$ cat src/rtl/vga_cfg_pkg.sv
// Shared types and constants for the VGA configuration loader.
package vga_cfg_pkg;

    localparam int unsigned CFG_WIDTH_DEF = 32;
    // Solid-colour mode, white.
    localparam logic [31:0] RESET_CFG_DEF = 32'h7F00_0000;

    // Field positions inside the configuration word.
    localparam int unsigned SEL_MSB   = 31;
    localparam int unsigned SEL_LSB   = 30;
    localparam int unsigned COLOR_MSB = 29;
    localparam int unsigned COLOR_LSB = 24;

    typedef enum logic [1:0] {
        StIdle,
        StShift,
        StOverrun
    } cfg_state_e;

endpackage

$ cat src/rtl/vga_config_loader_if.sv
// 3-wire SPI link between the Arduino (master) and the loader (slave).
interface vga_config_loader_if;
    logic spi_sclk;
    logic spi_mosi;
    logic spi_cs_n;
    logic spi_miso;

    modport master (output spi_sclk, output spi_mosi, output spi_cs_n, input spi_miso);
    modport slave  (input spi_sclk, input spi_mosi, input spi_cs_n, output spi_miso);
endinterface

$ cat src/rtl/vga_config_loader_sync_edge_det.sv
// Multi-stage synchroniser with one history flop and rise/fall pulses.
// Stages must be at least 2.
module sync_edge_det #(
    parameter int unsigned Stages   = 2,
    parameter logic        ResetVal = 1'b0
) (
    input  logic clk,
    input  logic rst_n,
    input  logic din,
    output logic dout,
    output logic rise,
    output logic fall
);

    logic [Stages-1:0] sync_q;
    logic              hist_q;

    // Synchroniser chain plus history flop for edge detection.
    always_ff @(posedge clk or negedge rst_n) begin
        if (!rst_n) begin
            sync_q <= {Stages{ResetVal}};
            hist_q <= ResetVal;
        end else begin
            sync_q <= {sync_q[Stages-2:0], din};
            hist_q <= sync_q[Stages-1];
        end
    end

    assign dout = sync_q[Stages-1];
    assign rise = dout & ~hist_q;
    assign fall = ~dout & hist_q;

endmodule

$ cat src/rtl/vga_config_loader.sv
// Receives a configuration word over SPI (mode 0, MSB first), holds it as
// pending and commits it to the live configuration bus on the vsync falling
// edge. Optional readback of the live word on spi_miso: VGA_CFG_READBACK_EN.
module vga_config_loader
    import vga_cfg_pkg::*;
#(
    parameter int unsigned           CFG_WIDTH   = CFG_WIDTH_DEF,
    parameter int unsigned           SYNC_STAGES = 2,  // 2 or 3
    parameter logic [CFG_WIDTH-1:0]  RESET_CFG   = CFG_WIDTH'(RESET_CFG_DEF)
) (
    input  logic                 clk,
    input  logic                 rst_n,
    vga_config_loader_if.slave   spi,
    input  logic                 vs,
    output logic [CFG_WIDTH-1:0] configuration,
    output logic                 cfg_pending,
    output logic                 cfg_update,
    output logic                 cfg_err
);

    localparam int unsigned          CntWidth = $clog2(CFG_WIDTH + 1);
    localparam logic [CntWidth-1:0]  FullCnt  = CntWidth'(CFG_WIDTH);

    logic sclk_s, sclk_rise, sclk_fall;
    logic mosi_s, mosi_rise, mosi_fall;
    logic cs_n_s, cs_rise, cs_fall;

    sync_edge_det #(.Stages(SYNC_STAGES), .ResetVal(1'b0)) u_sync_sclk (
        .clk  (clk),
        .rst_n(rst_n),
        .din  (spi.spi_sclk),
        .dout (sclk_s),
        .rise (sclk_rise),
        .fall (sclk_fall)
    );

    sync_edge_det #(.Stages(SYNC_STAGES), .ResetVal(1'b0)) u_sync_mosi (
        .clk  (clk),
        .rst_n(rst_n),
        .din  (spi.spi_mosi),
        .dout (mosi_s),
        .rise (mosi_rise),
        .fall (mosi_fall)
    );

    // cs_n idles high so reset must not fabricate a frame start.
    sync_edge_det #(.Stages(SYNC_STAGES), .ResetVal(1'b1)) u_sync_cs (
        .clk  (clk),
        .rst_n(rst_n),
        .din  (spi.spi_cs_n),
        .dout (cs_n_s),
        .rise (cs_rise),
        .fall (cs_fall)
    );

    logic unused_sync;
    assign unused_sync = ^{sclk_s, sclk_fall, mosi_rise, mosi_fall, cs_n_s};

    cfg_state_e           state_q;
    logic [CFG_WIDTH-1:0] shift_q;
    logic [CntWidth-1:0]  bit_cnt_q;
    logic [CFG_WIDTH-1:0] pending_q;
    logic [CFG_WIDTH-1:0] configuration_q;
    logic                 cfg_pending_q;
    logic                 cfg_update_q;
    logic                 cfg_err_q;
    logic                 vs_q;
    logic                 commit;

    assign commit = vs_q & ~vs & cfg_pending_q;

    // Receive FSM, pending register and vsync-aligned commit.
    always_ff @(posedge clk or negedge rst_n) begin
        if (!rst_n) begin
            state_q         <= StIdle;
            shift_q         <= '0;
            bit_cnt_q       <= '0;
            pending_q       <= '0;
            configuration_q <= RESET_CFG;
            cfg_pending_q   <= 1'b0;
            cfg_update_q    <= 1'b0;
            cfg_err_q       <= 1'b0;
            vs_q            <= 1'b1;
        end else begin
            vs_q         <= vs;
            cfg_update_q <= 1'b0;
            cfg_err_q    <= 1'b0;

            // Commit uses the old pending word; a same-cycle load below wins
            // the pending flag so the new word stays queued.
            if (commit) begin
                configuration_q <= pending_q;
                cfg_update_q    <= 1'b1;
                cfg_pending_q   <= 1'b0;
            end

            case (state_q)
                StIdle: begin
                    if (cs_fall) begin
                        state_q   <= StShift;
                        bit_cnt_q <= '0;
                    end
                end
                StShift: begin
                    if (cs_rise) begin
                        if (bit_cnt_q == FullCnt) begin
                            pending_q     <= shift_q;
                            cfg_pending_q <= 1'b1;
                        end else begin
                            cfg_err_q <= 1'b1;
                        end
                        state_q <= StIdle;
                    end else if (sclk_rise) begin
                        if (bit_cnt_q == FullCnt) begin
                            state_q <= StOverrun;
                        end else begin
                            shift_q   <= {shift_q[CFG_WIDTH-2:0], mosi_s};
                            bit_cnt_q <= bit_cnt_q + 1'b1;
                        end
                    end
                end
                StOverrun: begin
                    if (cs_rise) begin
                        cfg_err_q <= 1'b1;
                        state_q   <= StIdle;
                    end
                end
                default: state_q <= StIdle;
            endcase
        end
    end

    assign configuration = configuration_q;
    assign cfg_pending   = cfg_pending_q;
    assign cfg_update    = cfg_update_q;
    assign cfg_err       = cfg_err_q;

`ifdef VGA_CFG_READBACK_EN
    logic [CFG_WIDTH-1:0] rb_q;

    // Snapshot the live word at frame start; shift on falling sclk so the
    // next bit is ready before the master samples on the rising edge.
    always_ff @(posedge clk or negedge rst_n) begin
        if (!rst_n) begin
            rb_q <= '0;
        end else if (cs_fall) begin
            rb_q <= configuration_q;
        end else if (!cs_n_s && sclk_fall) begin
            rb_q <= {rb_q[CFG_WIDTH-2:0], 1'b0};
        end
    end

    assign spi.spi_miso = ~cs_n_s & rb_q[CFG_WIDTH-1];
`else
    assign spi.spi_miso = 1'b0;
`endif

endmodule

$ cat src/flat_wrapper.sv
// flat-port wrapper written by rule: the top's interface ports become plain ports
module vga_config_loader_flat import vga_cfg_pkg::*;
#(
    parameter int unsigned           CFG_WIDTH   = CFG_WIDTH_DEF,
    parameter int unsigned           SYNC_STAGES = 2,           
    parameter logic [CFG_WIDTH-1:0]  RESET_CFG   = CFG_WIDTH'(RESET_CFG_DEF)
)
  (clk, rst_n, vs, configuration, cfg_pending, cfg_update, cfg_err, spi_spi_sclk, spi_spi_mosi, spi_spi_cs_n, spi_spi_miso);
  vga_config_loader_if spi_i ();
  input  logic clk;
  input  logic rst_n;
  input  logic vs;
  output logic [CFG_WIDTH-1:0] configuration;
  output logic cfg_pending;
  output logic cfg_update;
  output logic cfg_err;
  input wire logic [$bits(spi_i.spi_sclk)-1:0] spi_spi_sclk;
  input wire logic [$bits(spi_i.spi_mosi)-1:0] spi_spi_mosi;
  input wire logic [$bits(spi_i.spi_cs_n)-1:0] spi_spi_cs_n;
  output wire logic [$bits(spi_i.spi_miso)-1:0] spi_spi_miso;
  assign spi_i.spi_sclk = spi_spi_sclk;
  assign spi_i.spi_mosi = spi_spi_mosi;
  assign spi_i.spi_cs_n = spi_spi_cs_n;
  assign spi_spi_miso = spi_i.spi_miso;
  vga_config_loader #(.CFG_WIDTH(CFG_WIDTH), .SYNC_STAGES(SYNC_STAGES), .RESET_CFG(RESET_CFG)) u_core (.clk(clk), .rst_n(rst_n), .spi(spi_i), .vs(vs), .configuration(configuration), .cfg_pending(cfg_pending), .cfg_update(cfg_update), .cfg_err(cfg_err));
endmodule
$ cat config.mk
export PLATFORM = sky130hd
export DESIGN_NAME = vga_config_loader_flat
export DESIGN_NICKNAME = d
export VERILOG_FILES = /design/src/rtl/vga_cfg_pkg.sv /design/src/rtl/vga_config_loader_if.sv /design/src/rtl/vga_config_loader_sync_edge_det.sv /design/src/rtl/vga_config_loader.sv /design/src/flat_wrapper.sv
export SDC_FILE = /design/constraint.sdc
export NUM_CORES = 1
export LEC_CHECK = 0
export CORE_AREA = 2 2 96 98
export CTS_BUF_LIST = sky130_fd_sc_hd__clkbuf_16
export DETAILED_ROUTE_END_ITERATION = 6
export DIE_AREA = 0 0 98 100
export GPL_ROUTABILITY_DRIVEN = 0
export MAX_ROUTING_LAYER = met4
export PLACE_DENSITY = 0.76
export SETUP_SLACK_MARGIN = 0.5
export SYNTH_ARGS = -nofsm -noshare
export SYNTH_HDL_FRONTEND = slang
export SYNTH_HIERARCHICAL = 1
export SYNTH_SLANG_ARGS = --single-unit
$ cat constraint.sdc
create_clock -name clk -period 2.85 [get_ports clk]
set_input_delay 0.57 -clock clk [delete_from_list [all_inputs] [get_ports clk]]
set_output_delay 0.57 -clock clk [all_outputs]
set_load 0.005 [all_outputs]
==> impl_metrics.tcl, run 1 <==
set metrics [dict create \
    status "finished clean" \
    p_switching_uw 1064 \
    drcViolationCount 0 \
    startpoint "u_core/bit_cnt_q[0]" \
    drt_wl_total_mm 8.842 \
    pwr-share-comb_pct 9.2 \
    viasPerCell 5.230 \
    io_buffers 40 \
    numCtsBuffers 17 \
    critPathLaunchType "register" \
    postSynthCellCount 362 \
    period_share_pct 78.52 \
    p_seq_share_pct 38.6 \
    final_common_cell "dfrtp_1" \
    clockPowerShare_pct 52.3 \
    io_pins 42 \
    crit_arrival_ns 2.53 \
    drtPass1Iterations 4 \
    sw_frac_of_total_pct 22.62 \
    cts.path.max_buffers 2 \
    grt_pass1_vias 2904 \
    initial_utilization_pct 52.70 \
    clock.fmax_ghz 0.4469 \
    diodes 0 \
    clock_tree.root_cell "clkbuf_16" \
    crit_required_ns 3.14 \
    nNetsFinal 426 \
    vdd_drop_max_v 0.0005955 \
    core_mm2 0.008890 \
    grt_usage_pct 19.65 \
    yosysWarnings 6 \
    cts_hold_buffers 0 \
    fin_skew_ns 0.01023 \
    avgRoutedWirePerCell_um 16.43 \
    worstMarginPinSlew_ns 0.7584 \
    die_h_um 100 \
    cts.sinks 116 \
    final_cell_mix "dfrtp_1, nand2_1, clkdlybuf4s50_1, mux2_2, mux2_4" \
    insertion_delay_ns 0.41 \
    area_growth_pct 26.50 \
    leakagePower_uw 0.003014 \
    htreeDepth 4 \
    ant_nets 0 \
    maxSlewHeadroom_pct 48.73 \
    hold_class "primary input to async pin" \
    grt_remaining_overflow 0 \
    synth.avg_cell_area_um2 12.94 \
    grt_pass1_wl_mm 14.39 \
    worstPathMaxFanout 16 \
    clk_pin_slew_ns 0.05 \
    syn_area_mm2 0.004684 \
    power_uw 4703 \
    final-setup-viol-count 0 \
    drive_gt1_share_pct 28.34 \
    grt_max_degree 81 \
    maxSlewViolCount 0 \
    worst_setup_path_end_kind "register" \
    tns_ns 0 \
    power_density_mw_per_mm2 793.6 \
    finalHoldViolations 0 \
    period_minus_slack_ns 2.238 \
    antenna_found_initial 0 \
    cts_tree "done" \
    fp.dieArea_mm2 0.009800 \
    critical_path_class "register to register" \
    worstReg2RegStart "u_core/bit_cnt_q[0]" \
    drt_iter0_markers 137 \
    rsz0062_at_grt "true" \
    fp.dieW_um 98 \
    internal-power_uw 3639 \
    dp.cells 502 \
    final_cells 538 \
    maxCapViolCount 0 \
    dpl.hpwl_mm 4.802 \
    synth.net_count 374 \
    vias 2814 \
    rows 35 \
]
critical path, cell delays in order (launching register included):
cell and delay [ns]:
dfrtp_1 0.42, inv_1 0.08, ha_1 0.17, or4b_4 0.51
nor3_4 0.23, buf_4 0.17, nand2_4 0.19, mux2_4 0.36
power by group through the flow:
stage	clock [µW]	sequential, µW	combinational [µW]
2_1_floorplan	0	1810	293
3_3_place_gp	0	1830	387
3_5_place_dp	0	1840	408
4_1_cts	2500	1810	422
5_1_grt	2580	1830	473
6_report	2460	1810	431
final cells by class:
class / instances / area [µm²]
inverter: 11 / 41.29
timing repair buffer: 48 / 483.0
sequential: 116 / 2917
multi-input combinational: 220 / 1659
clock inverter: 15 / 261.5
fill: 610 / 2964
clock buffer: 17 / 425.4
tap: 111 / 138.9
path summary, 6_finish.rpt:
check / slack (ns) / endpoint / cells past startpoint
max: 0.61 / u_core/pending_q[18] / 7
min: 0.12 / u_core/shift_q[8] / 1
max reg2reg: 0.61 / u_core/pending_q[18] / 7
min reg2reg: 0.36 / u_core/u_sync_sclk/sync_q[1] / 0
max in group asynchronous: 1.93 / u_core/configuration[27] / 2
min in group clk: 0.36 / u_core/u_sync_sclk/sync_q[1] / 0
sequential cells by signal, indices dropped and copies added, names as in the netlist, 2 cells and up:
register                   cells
u_core/state_q                 2
u_core/bit_cnt_q               6
u_core/u_sync_mosi/sync_q      2
u_core/configuration          32
u_core/u_sync_cs/sync_q        2
u_core/pending_q              32
u_core/shift_q                32
u_core/u_sync_sclk/sync_q      2
layer usage:
layer	track usage [%]	routed length, µm	vias to the layer above
met1	25.15	3995	1399
met5	-	0	-
met4	9.295	255	0
li1	-	-	1310
met2	28.35	4201	79
met3	6.825	389	26
what timing repair did:
action,CTS,global route
pin swaps,0,2
buffers inserted,0,3
gates resized for setup,1,1
setup endpoints to repair,27,33
cloned,0,1
metrics by stage:
stage          cell area (µm²)  utilization [%]  setup WS (ns)  hold slack (ns)
2_1_floorplan             4684                -         0.8344           0.2744
3_3_place_gp              5196            58.45         0.6237           0.3395
3_5_place_dp              5196            58.45         0.5453           0.3465
4_1_cts                   5892            66.28         0.5724           0.1250
5_1_grt                   5926            66.66         0.4372           0.1406
6_report                  5926            66.66         0.6121           0.1220
Note: power is estimated with default switching activity, not from simulation.
==> run 2, diff against run 1 <==
--- a/config.mk
+++ b/config.mk
@@ -5,13 +5,13 @@
 export SDC_FILE = /design/constraint.sdc
 export NUM_CORES = 1
 export LEC_CHECK = 0
-export CORE_AREA = 2 2 96 98
+export CORE_AREA = 2 2 100 102
 export CTS_BUF_LIST = sky130_fd_sc_hd__clkbuf_16
 export DETAILED_ROUTE_END_ITERATION = 6
-export DIE_AREA = 0 0 98 100
+export DIE_AREA = 0 0 102 104
 export GPL_ROUTABILITY_DRIVEN = 0
 export MAX_ROUTING_LAYER = met4
-export PLACE_DENSITY = 0.76
+export PLACE_DENSITY = 0.73
 export SETUP_SLACK_MARGIN = 0.5
 export SYNTH_ARGS = -nofsm -noshare
 export SYNTH_HDL_FRONTEND = slang
==> constraint.sdc (replaced) <==
create_clock -name clk -period 2 [get_ports clk]
set_input_delay 0.4 -clock clk [delete_from_list [all_inputs] [get_ports clk]]
set_output_delay 0.4 -clock clk [all_outputs]
set_load 0.005 [all_outputs]
==> run 2 against run 1 <==
Against the previous run:
- critical path depth stayed put
- worst hold slack better by 0.22 ns
- critical endpoint is now u_core/pending_q[14]
- the flow now finishes with violations (negative setup slack)
- clock power is 24% higher
==> impl_metrics.tcl, run 2 (synthesis results as in run 1) <==
set metrics [dict create \
    ant_nets 0 \
    clock.fmax_ghz 0.4840 \
    vdd_drop_max_v 0.0006306 \
    grt_pass1_vias 3084 \
    dpl_cell_area_mm2 0.005429 \
    clockPowerShare_pct 45.4 \
    period_minus_slack_ns 2.066 \
    rrSetupSlack_ns -0.07 \
    cts_tree "done" \
    path_buf_inv 2 \
    rows 36 \
    fp.dieArea_mm2 0.01061 \
    final-setup-viol-count 58 \
    die_h_um 104 \
    post-route-util_pct 68.13 \
    dpl.hpwl_mm 5.164 \
    fin_skew_ns 0.009246 \
    timing.final.ws_setup_ns -0.06600 \
    htreeDepth 4 \
    final_cell_mix "dfrtp_1, nand2_1, mux2_4, buf_4, dlygate4sd2_1" \
    tns_ns -1.914 \
    io_buffers 40 \
    p_switching_uw 1711 \
    critPathSlowestCell "or4b_4" \
    final_area_mm2 0.006506 \
    initial_utilization_pct 49.06 \
    startpoint "u_core/bit_cnt_q[1]" \
    rsz0062_at_grt "true" \
    grt_pass1_wl_mm 16.10 \
    sw_frac_of_total_pct 25.53 \
    slowest_delay_ns 0.48 \
    grt_usage_pct 20.51 \
    cts.sinks 116 \
    core_mm2 0.009549 \
    critPathTopFamily "simple AND/OR/NAND/NOR gates" \
    maxCapViolCount 0 \
    crit_arrival_ns 2.36 \
    avgRoutedWirePerCell_um 17.41 \
    period_share_pct 103.3 \
    viasPerCell 5.095 \
    clock_tree.root_cell "clkbuf_16" \
    final_cells 602 \
    leakagePower_uw 0.003469 \
    min_from "u_core/u_sync_sclk/sync_q[0]" \
    insertion_delay_ns 0.41 \
    holdWs_ns 0.3420 \
    area_growth_pct 38.89 \
    fp.dieW_um 102 \
    worstReg2RegStart "u_core/bit_cnt_q[1]" \
    dp.cells 536 \
    drcViolationCount 0 \
    critical_path_class "register to register" \
    critPathLaunchType "register" \
    drive_gt1_share_pct 40.30 \
    status "finished, violations left" \
    io_pins 42 \
    pwr-share-comb_pct 16.0 \
    grt_remaining_overflow 0 \
    violations "negative setup slack" \
    power_density_mw_per_mm2 1030 \
    crit_required_ns 2.29 \
    clk_pin_slew_ns 0.06 \
    worstPathMaxFanout 13 \
    drt_iter0_markers 168 \
    worst_setup_path_end_kind "register" \
    internal-power_uw 4990 \
    antenna_found_initial 0 \
    diodes 0 \
    maxSlewViolCount 0 \
    drt_wl_total_mm 10.48 \
    crit_chain "inv_2 -> ha_4 -> or4b_4 -> nor3_4 -> nand2_4 -> buf_12 -> mux2_4" \
    numCtsBuffers 17 \
    nNetsFinal 468 \
    vias 3067 \
    hold_class "register to register" \
    final_common_cell "dfrtp_1" \
    finalHoldViolations 0 \
    grt_max_degree 46 \
    p_seq_share_pct 38.6 \
    cts.path.max_buffers 2 \
    drtPass1Iterations 4 \
]
-- run 2: final cells by class --
class                           count  area (µm²)
Inverter                           11       41.29
Clock buffer                       17       425.4
Clock inverter                     15       165.2
Fill cell                         673        3043
Tap cell                          133       166.4
Multi-Input combinational cell    219        1822
Sequential cell                   116        2917
Timing Repair Buffer               91       969.7
-- run 2: stage by stage --
step | power (µW) | setup slack (ns)
global placement | 3289 | 0.07737
global route | 6945 | -0.1079
detailed placement | 3339 | -0.02143
CTS | 6537 | 0.002528
finish | 6701 | -0.06600
floorplan | 3089 | 0.06148
-- run 2: power by group through the flow --
stage | sequential [µW] | combinational [µW] | clock (µW)
3_5_place_dp | 2610 | 731 | 0
2_1_floorplan | 2590 | 497 | 0
3_3_place_gp | 2600 | 690 | 0
5_1_grt | 2600 | 1140 | 3200
6_report | 2590 | 1070 | 3040
4_1_cts | 2570 | 925 | 3040
-- run 2: timing repair --
item / CTS / global route
endpoints found under the setup margin: 109 / 75
resized for setup: 84 / 19
endpoints found under the hold margin: 29 / 0
buffers inserted: 18 / 9
pin swaps: 4 / 8
hold buffers: 1 / 0
cloned: 2 / 4
-- run 2: worst register-to-register path: stages, from the launching register on --
cell and delay (ns):
dfrtp_1 0.39, inv_2 0.10, ha_4 0.14, or4b_4 0.48, nor3_4 0.20, nand2_4 0.13, buf_12 0.18, mux2_4 0.32
-- run 2: path summary, 6_finish.rpt --
path                                                      to  depth (start not counted)
worst min-delay path            u_core/u_sync_sclk/sync_q[1]                          0
worst max-delay path                    u_core/pending_q[14]                          7
worst max register to register          u_core/pending_q[14]                          7
max in group asynchronous           u_core/configuration[24]                          3
worst min register to register  u_core/u_sync_sclk/sync_q[1]                          0
min in group asynchronous           u_core/configuration[15]                          2
-- run 2: metal layers --
metal | GRT usage, % | part of all wire [%] | up-vias
li1 | - | - | 1406
met1 | 27.21 | 44 | 1559
met2 | 31.25 | 51 | 83
met3 | 4.906 | 3.6 | 19
met4 | 6.667 | 1.7 | 0
met5 | - | 0 | -
